[src/rtl/controller_if.sv]
// controller_if: command/status bundle between the game controller and the
// game datapath.
//
// Status (datapath -> controller): end_fpga, end_user, end_time, win, match
// Command (controller -> datapath): r1, r2, e1, e2, e3, e4, sel
//
// Signalling: every line is a level, valid on each rising clock edge. There
// is no valid/ready handshake. The controller samples a status flag only in
// the states that use it. A command line is asserted for exactly the cycles
// the controller sits in a state that decodes it.
//
// Modports:
//   master - the controller (reads status, drives commands)
//   slave  - the datapath   (drives status, reads commands)
interface controller_if;
  logic end_fpga;
  logic end_user;
  logic end_time;
  logic win;
  logic match;

  logic r1;
  logic r2;
  logic e1;
  logic e2;
  logic e3;
  logic e4;
  logic sel;

  modport master (
    input  end_fpga, end_user, end_time, win, match,
    output r1, r2, e1, e2, e3, e4, sel
  );

  modport slave (
    output end_fpga, end_user, end_time, win, match,
    input  r1, r2, e1, e2, e3, e4, sel
  );
endinterface

[src/rtl/controller.sv]
// controller: Moore control unit for the memory-sequence game.
//
// The raw enter button passes through a 2-flop synchronizer and then a
// counter debouncer. A rising edge of the debounced level gives a one-cycle
// press. The state machine walks the game flow:
//   setup -> FPGA plays sequence -> user enters digits -> check
//   -> next round / result.
// It drives the datapath command lines from the state register only.
//
// Ports:
//   clock_50  in   system clock, all logic on its rising edge
//   reset     in   synchronous, active-high reset
//   enter     in   player confirm button, active-high, asynchronous, bouncy
//   bus       if   controller_if.master (status in, commands out)
//   state_dbg out  current state code
module controller #(
  parameter int DEB_CYCLES = 2_500_000,
  parameter int p_state    = 4
) (
  input  logic               clock_50,
  input  logic               reset,
  input  logic               enter,
  controller_if.master       bus,
  output logic [p_state-1:0] state_dbg
);

  localparam int CNT_W = (DEB_CYCLES > 1) ? $clog2(DEB_CYCLES) : 1;

  localparam logic [p_state-1:0] S_INIT       = p_state'(0);
  localparam logic [p_state-1:0] S_SETUP      = p_state'(1);
  localparam logic [p_state-1:0] S_PLAY_FPGA  = p_state'(2);
  localparam logic [p_state-1:0] S_PLAY_USER  = p_state'(3);
  localparam logic [p_state-1:0] S_STORE      = p_state'(4);
  localparam logic [p_state-1:0] S_CHECK      = p_state'(5);
  localparam logic [p_state-1:0] S_NEXT_ROUND = p_state'(6);
  localparam logic [p_state-1:0] S_RESULT     = p_state'(7);

  // ---------------------------------------------------------------------
  // Input conditioning
  // ---------------------------------------------------------------------
  logic             sync_a;
  logic             sync_b;
  logic             deb;
  logic [CNT_W-1:0] deb_cnt;
  logic             deb_flip;
  logic             press;

  // Flip on the cycle the counter has seen DEB_CYCLES consecutive
  // disagreements. The press pulse coincides with that flip, so it is
  // seen by the FSM on the same edge that deb rises.
  assign deb_flip = (sync_b != deb) && (deb_cnt == CNT_W'(DEB_CYCLES - 1));
  assign press    = deb_flip && sync_b;

  // Synchronizer and debouncer reset to 1. A button held through reset
  // must be released and pressed again before it counts.
  always_ff @(posedge clock_50) begin
    if (reset) begin
      sync_a  <= 1'b1;
      sync_b  <= 1'b1;
      deb     <= 1'b1;
      deb_cnt <= '0;
    end else begin
      sync_a <= enter;
      sync_b <= sync_a;
      if (sync_b == deb) begin
        deb_cnt <= '0;
      end else if (deb_flip) begin
        deb     <= sync_b;
        deb_cnt <= '0;
      end else begin
        deb_cnt <= deb_cnt + 1'b1;
      end
    end
  end

  // ---------------------------------------------------------------------
  // FSM: state register
  // ---------------------------------------------------------------------
  logic [p_state-1:0] state;
  logic [p_state-1:0] state_next;

  always_ff @(posedge clock_50) begin
    if (reset) begin
      state <= S_INIT;
    end else begin
      state <= state_next;
    end
  end

  // ---------------------------------------------------------------------
  // FSM: next-state logic
  // A press in a state that does not use it is simply dropped.
  // ---------------------------------------------------------------------
  always_comb begin
    state_next = S_INIT;
    case (state)
      S_INIT:      state_next = S_SETUP;
      S_SETUP:     state_next = press ? S_PLAY_FPGA : S_SETUP;
      S_PLAY_FPGA: state_next = bus.end_fpga ? S_PLAY_USER : S_PLAY_FPGA;
      S_PLAY_USER: begin
        // Timeout wins over a simultaneous press.
        if (bus.end_time)   state_next = S_RESULT;
        else if (press)     state_next = S_STORE;
        else                state_next = S_PLAY_USER;
      end
      S_STORE:     state_next = S_CHECK;
      S_CHECK: begin
        // A wrong digit loses even when it was the last digit.
        if (!bus.match)        state_next = S_RESULT;
        else if (bus.end_user) state_next = S_NEXT_ROUND;
        else                   state_next = S_PLAY_USER;
      end
      S_NEXT_ROUND: state_next = bus.win ? S_RESULT : S_PLAY_FPGA;
      S_RESULT:     state_next = press ? S_INIT : S_RESULT;
      default:      state_next = S_INIT;
    endcase
  end

  // ---------------------------------------------------------------------
  // FSM: output decode (state register only)
  // Illegal codes decode like INIT while they last one cycle.
  // ---------------------------------------------------------------------
  always_comb begin
    bus.r1  = 1'b0;
    bus.r2  = 1'b0;
    bus.e1  = 1'b0;
    bus.e2  = 1'b0;
    bus.e3  = 1'b0;
    bus.e4  = 1'b0;
    bus.sel = 1'b0;
    case (state)
      S_SETUP:     bus.e1 = 1'b1;
      S_PLAY_FPGA: begin
        bus.e3 = 1'b1;
        bus.r2 = 1'b1;
      end
      S_PLAY_USER: bus.e2 = 1'b1;
      S_STORE:     bus.e4 = 1'b1;
      S_CHECK:     ;
      S_NEXT_ROUND: begin
        // r2 together with e4 tells the datapath to advance the round.
        bus.r2 = 1'b1;
        bus.e4 = 1'b1;
      end
      S_RESULT:    bus.sel = 1'b1;
      default: begin
        bus.r1 = 1'b1;
        bus.r2 = 1'b1;
      end
    endcase
  end

  assign state_dbg = state;

endmodule

[src/flat_wrapper.sv]
// flat-port wrapper written by rule: the top's interface ports become plain ports
module controller_flat 
#(
  parameter int DEB_CYCLES = 2_500_000,
  parameter int p_state    = 4
)
  (clock_50, reset, enter, state_dbg, bus_end_fpga, bus_end_user, bus_end_time, bus_win, bus_match, bus_r1, bus_r2, bus_e1, bus_e2, bus_e3, bus_e4, bus_sel);
  controller_if bus_i ();
  input  logic clock_50;
  input  logic reset;
  input  logic enter;
  output logic [p_state-1:0] state_dbg;
  input wire logic [$bits(bus_i.end_fpga)-1:0] bus_end_fpga;
  input wire logic [$bits(bus_i.end_user)-1:0] bus_end_user;
  input wire logic [$bits(bus_i.end_time)-1:0] bus_end_time;
  input wire logic [$bits(bus_i.win)-1:0] bus_win;
  input wire logic [$bits(bus_i.match)-1:0] bus_match;
  output wire logic [$bits(bus_i.r1)-1:0] bus_r1;
  output wire logic [$bits(bus_i.r2)-1:0] bus_r2;
  output wire logic [$bits(bus_i.e1)-1:0] bus_e1;
  output wire logic [$bits(bus_i.e2)-1:0] bus_e2;
  output wire logic [$bits(bus_i.e3)-1:0] bus_e3;
  output wire logic [$bits(bus_i.e4)-1:0] bus_e4;
  output wire logic [$bits(bus_i.sel)-1:0] bus_sel;
  assign bus_i.end_fpga = bus_end_fpga;
  assign bus_i.end_user = bus_end_user;
  assign bus_i.end_time = bus_end_time;
  assign bus_i.win = bus_win;
  assign bus_i.match = bus_match;
  assign bus_r1 = bus_i.r1;
  assign bus_r2 = bus_i.r2;
  assign bus_e1 = bus_i.e1;
  assign bus_e2 = bus_i.e2;
  assign bus_e3 = bus_i.e3;
  assign bus_e4 = bus_i.e4;
  assign bus_sel = bus_i.sel;
  controller #(.DEB_CYCLES(DEB_CYCLES), .p_state(p_state)) u_core (.clock_50(clock_50), .reset(reset), .enter(enter), .bus(bus_i), .state_dbg(state_dbg));
endmodule
[config.mk]
export PLATFORM = sky130hd
export DESIGN_NAME = controller_flat
export DESIGN_NICKNAME = d
export VERILOG_FILES = /design/src/rtl/controller_if.sv /design/src/rtl/controller.sv /design/src/flat_wrapper.sv
export SDC_FILE = /design/constraint.sdc
export NUM_CORES = 1
export LEC_CHECK = 0
export ABC_CLOCK_PERIOD_IN_PS = 3500
export BUFFER_PORTS_ARGS = -buffer_cell sky130_fd_sc_hd__buf_2
export CORE_MARGIN = 1.5
export CORE_UTILIZATION = 28
export DETAILED_ROUTE_END_ITERATION = 6
export PLACE_DENSITY = 0.55
export SLEW_MARGIN = 30
export SYNTH_ARGS = -nofsm -noshare
export SYNTH_HDL_FRONTEND = slang
export SYNTH_SLANG_ARGS = --single-unit
[constraint.sdc]
create_clock -name clock_50 -period 3.5 [get_ports clock_50]
set_clock_uncertainty 0.05 [all_clocks]
set_input_delay 0.35 -clock clock_50 [delete_from_list [all_inputs] [get_ports clock_50]]
set_output_delay 0.35 -clock clock_50 [all_outputs]
set_load 0.01 [all_outputs]
# Yosys cells after proc, flatten, opt, wreduce, memory -nomap -nowiden
# Cells that the tools add are included.
[totals]
regBits = 29
latchBits = 0
ram_bits = 0
rom_bits = 0
in_bits = 8
out_inout_bits = 11
wordCells = 41
mem_count = 0
[classes]
add_sub_neg = 1
n_mul = 0
div = 0
n_lt_le_gt_ge = 0
eq_ne = 10
n_shift = 0
n_mux = 16
bitwise = 1
reduce_logical = 8
[op_table]
columns = ["cell", "n"]
rows = [
  ["$pmux W4 S8", 1],
  ["$add A22 B1 Y22 const B", 1],
  ["$eq A22 B22 Y1 const B", 1],
  ["$eq A4 B3 Y1 const B", 4],
  ["$mux W3", 4],
  ["$eq A4 B2 Y1 const B", 2],
  ["$mux W1", 8],
  ["$mux W4", 2],
  ["$reduce_or A7 Y1", 1],
  ["$reduce_or A5 Y1", 1],
  ["$eq A4 B1 Y1 const B", 1],
  ["$logic_not A4 Y1", 1],
  ["$reduce_or A3 Y1", 1],
  ["$logic_and A1 B1 Y1", 2],
  ["$mux W2", 1],
  ["$reduce_and A2 Y1", 1],
  ["$reduce_or A2 Y1", 1],
  ["$eq A1 B1 Y1", 1],
  ["$ne A1 B1 Y1", 1],
  ["$not A1 Y1", 1],
]

# Longest topological paths before layout
[depth]
depth_word = 6
depth_mapped = 8
mapped_depth_nobuf = 6

# Worst setup path after synthesis
# No wires, ideal clock.
[synth_timing]
kind = "reg-to-reg"
startpoint = "register u_core.deb_cnt[14]"
endpoint = "register u_core.state[1], in the netlist u_core.state_dbg[1]"
setup_time_ns = 0.078
t_arrival_ns = 1.638
t_required_ns = 3.372
setup_slack_ns = 1.734
path_stages_with_launch = 6
path_buffers = 0
synth_period_minus_slack_ns = 1.766
cell_sequence = "dfxtp_1 -> nand4bb_4 -> nor4_4 -> and4_4 -> mux2_2 -> nor3_1"
[synth_via]
elab_chain_cells = 6
word_cells_on_any_way = 8
cone_classes = "eq/ne (1); mux (5); reduce/logical (2)"
[synth_lines]
columns = ["item", "line", "rtl"]
rows = [
  ["start: declaration", "controller.sv:44", "logic [CNT_W-1:0] deb_cnt;"],
  ["start signal: assignment", "controller.sv:71", "deb_cnt <= deb_cnt + 1'b1;"],
  ["$eq A22 B22 Y1 (*)", "controller.sv:51", "assign deb_flip = (sync_b != deb) && (deb_cnt == CNT_W'(DEB_CYCLES - 1));"],
  ["$logic_and A1 B1 Y1 (*)", "controller.sv:51", ""],
  ["$logic_and A1 B1 Y1 (*)", "controller.sv:52", "assign press = deb_flip && sync_b;"],
  ["$mux W3", "controller.sv:103", "else if (press) state_next = S_STORE;"],
  ["$mux W4", "controller.sv:102", "if (bus.end_time) state_next = S_RESULT;"],
  ["$pmux W4 S8 (*)", "controller.sv:96", "case (state)"],
  ["end signal: assignment", "controller.sv:86", "state <= state_next;"],
  ["end: declaration", "controller.sv:79", "logic [p_state-1:0] state;"],
]
# Mark *: on every way between the ends. The rest lies on a longest branch, timed or not.
# A chain may end at the register's enable or synchronous reset.

# Final worst setup path
[layout_timing]
startpoint = "register u_core.deb_cnt[14]"
endpoint = "register u_core.deb_cnt[4]"
[layout_via]
elab_chain_cells = 3
[layout_lines]
columns = ["item", "line"]
rows = [
  ["$eq A22 B22 Y1", "controller.sv:51"],
  ["$logic_and A1 B1 Y1", "controller.sv:51"],
  ["$reduce_or A3 Y1 (no source line)", "-"],
]
# Every way passes these cells.

==> summary.md <==
| Metric | Value |
|---|---|
| Clock Path Buffers | 2 |
| Commonest cells after routing, fill and taps aside | 31 x nor2_1, 28 x dfxtp_1, 17 x buf_2 |
| Boundary pin count | 19 |
| Resize count post-CTS | 0 |
| Routed Wire Length | 2.636 mm |
| Routed WL per cell | 10.89 µm |
| Die area | 5606 µm² |
| Commonest non-fill, non-tap cell in the layout | nor2_1 |
| Final worst slack | 1.437 ns |
| Actual slew at the worst max-slew pin | 0.7007 ns |
| Final setup vio count | 0 |
| IR drop worst, VDD | 0.2249 mV |
| Critical path's largest stage delay | 0.58 ns |
| Cell Chain, Critical Path | nand4bb_4, nor4_4, nand3_1, nand2_1, nor2_1 |
| Setup Slack @ Placement | 1.429 ns |
| Yosys reg bits | 28 |
| Pwr Density | 347.4 nW/µm² |
| Antenna Nets Post-Route | 0 |
| Root buffer cell | clkbuf_8 |
| Floorplan core area | 4848 µm² |
| Fin. max-slew vios | 0 |
| Clk slew on worst S/H paths | 0.09 ns |
| Endpoint class of the critical path | register |
| Max-slew headroom | 0.5317 |
| H-tree depth | 1 |
| Crit-path slowest cell | nand2_1 |
| Worst Hold Slack | 0.2045 ns |
| CP arrival | 2.15 ns |
| Final TNS setup | 0 ns |
| Clock sinks | 28 |
| Synth Cell Area | 1446 µm² |
| Setup CP Type | reg2reg |
| Via count | 1,100 |
| Die W | 74.87 µm |
| Nets@finish | 185 |
| Total global-route track usage | 0.1002 |
| CP startpoint kind | register |
| Residual DRC count | 0 |
| Seq/Total Area, Yosys | 0.3875 |
| Mean area per synthesized cell | 8.928 µm² |
| Fin crit share | 0.5893 |
| CP max FO | 20 |
| Num CTS Buffers | 3 |
| Status | finished clean |
| Syn_nets | 171 |
| Global-route wire length before repair | 4.374 mm |
| EDFF count, synth | 0 |
| Vias per inst | 4.545 |
| Initial Utilization | 0.2983 |
| FP Rows | 25 |
| GRT overflow | 0 |
| Ys async rst share | 0 |
| Unrepaired setup endpoints after global routing | no |
| Inserted Diodes | 0 |
| Final Hold Fails | 0 |
| Final Critical Period | 2.063 ns |
| Post-synth top flop | dfxtp_1 |
| Max Cap Viol | 0 |
| Yosys warns | 0 |
| Largest net degree at the start of global routing | 21 |
| Layout cell share with drive strength beyond 1 | 0.1886 |
| Area growth from synthesis to layout | 8.996% |
| F_max | 484.8 MHz |
| Vias in the first global route | 979 |
| Static Leak | 0.5340 nW |
| Worst-Skew Late Latency | 0.27 ns |
| Initial drt markers | 66 |
| Number of port buffers | 17 |
| DR pass1 iterations | 4 |
| Hold buffer count at cts | 0 |
| Worst Hold Class | in2reg |
| Post-CTS Setup Bufs | 0 |
| GPL Wtd Cong | 0.7236 |
| Fillers | 502 |
| Cells after Synth | 162 |
| Half-perimeter wire length after placement | 1.883 mm |
| Initial antenna violation count | 0 |
| Die height | 74.87 µm |
| Req. time, crit path | 3.59 ns |
| Clock tree from TritonCTS | yes |
| Synth unique cells | 40 |
[registers in the layout, indices dropped and copies added (netlist names)]
name	cells
u_core.deb_cnt	22
u_core.deb	1
u_core.state_dbg	3
u_core.sync_a	1
u_core.sync_b	1
[routing by layer]
layer  GRT usage  part of all wire
met5           0                 0
met4     0.02020            0.0034
met3     0.02811             0.032
met2      0.1593              0.43
met1      0.1366              0.54
[Yosys cell counts, types with 2 or more instances]
library cell,instances,area (µm²)
a21oi_1,6,30.03
nand4_1,4,25.02
buf_2,3,15.01
xor2_1,7,61.31
nand2_1,11,41.29
nand3_1,7,35.03
nor4_1,2,12.51
nor3_1,10,50.05
nor2_1,31,116.4
and3_1,2,12.51
xnor2_1,14,122.6
clkbuf_8,2,27.53
nor3b_1,2,15.01
and4_1,4,35.03
or2_2,2,12.51
inv_1,4,15.01
dfxtp_1,28,560.5
[area by class of cell]
class / count / area (µm²) / area share
Clock buffer: 4 / 55.05 / 0.03492
Inverter: 4 / 15.01 / 0.009524
Multi-Input combinational cell: 122 / 777.0 / 0.4929
Sequential cell: 28 / 560.5 / 0.3556
Tap cell: 67 / 83.83 / 0.05317
Timing Repair Buffer: 17 / 85.08 / 0.05397
[worst paths after layout]
check	depth (start not counted)	slack (ns)	endpoint	startpoint
worst max-delay path	5	1.44	u_core.deb_cnt[4]	u_core.deb_cnt[14]
worst min-delay path	2	0.20	u_core.sync_a	enter
worst min register to register	1	0.37	u_core.sync_b	u_core.sync_a
worst max register to register	5	1.44	u_core.deb_cnt[4]	u_core.deb_cnt[14]
[worst max-delay path: cells and delay by family (launching register included)]
| kind | cells | cell delay, ns |
|---|---|---|
| simple gates | 5 | 1.49 |
| flops | 1 | 0.38 |
[through the flow]
stage	utilization	area [µm²]	power, W	cells
2_1_floorplan	-	1446	0.0003473	162
3_3_place_gp	0.3138	1521	0.0003558	238
3_5_place_dp	0.3138	1521	0.0003557	238
4_1_cts	0.3252	1577	0.0005562	242
5_1_grt	0.3252	1577	0.0005713	242
6_report	0.3252	1577	0.0005476	242
[cells by family after synthesis]
family	after synthesis	share of synthesized area
compound gates	12	0.05623
xor+xnor	21	0.1272
fa+ha+maj	1	0.008649
buf+inv	12	0.07526
flops	28	0.3875
mux	1	0.007785
other cells	1	0.002593
simple gates	86	0.3348
[power by group]
part | switching, W | leakage (nW) | internal (W) | total (W)
registers | 0.00000325 | 0.226 | 0.000321 | 0.000324
clock network | 0.0000989 | 0.0288 | 0.000101 | 0.000199
logic | 0.0000136 | 0.279 | 0.0000106 | 0.0000242
total | 0.000116 | 0.534 | 0.000432 | 0.000548
(Power assumes the default switching activity.)
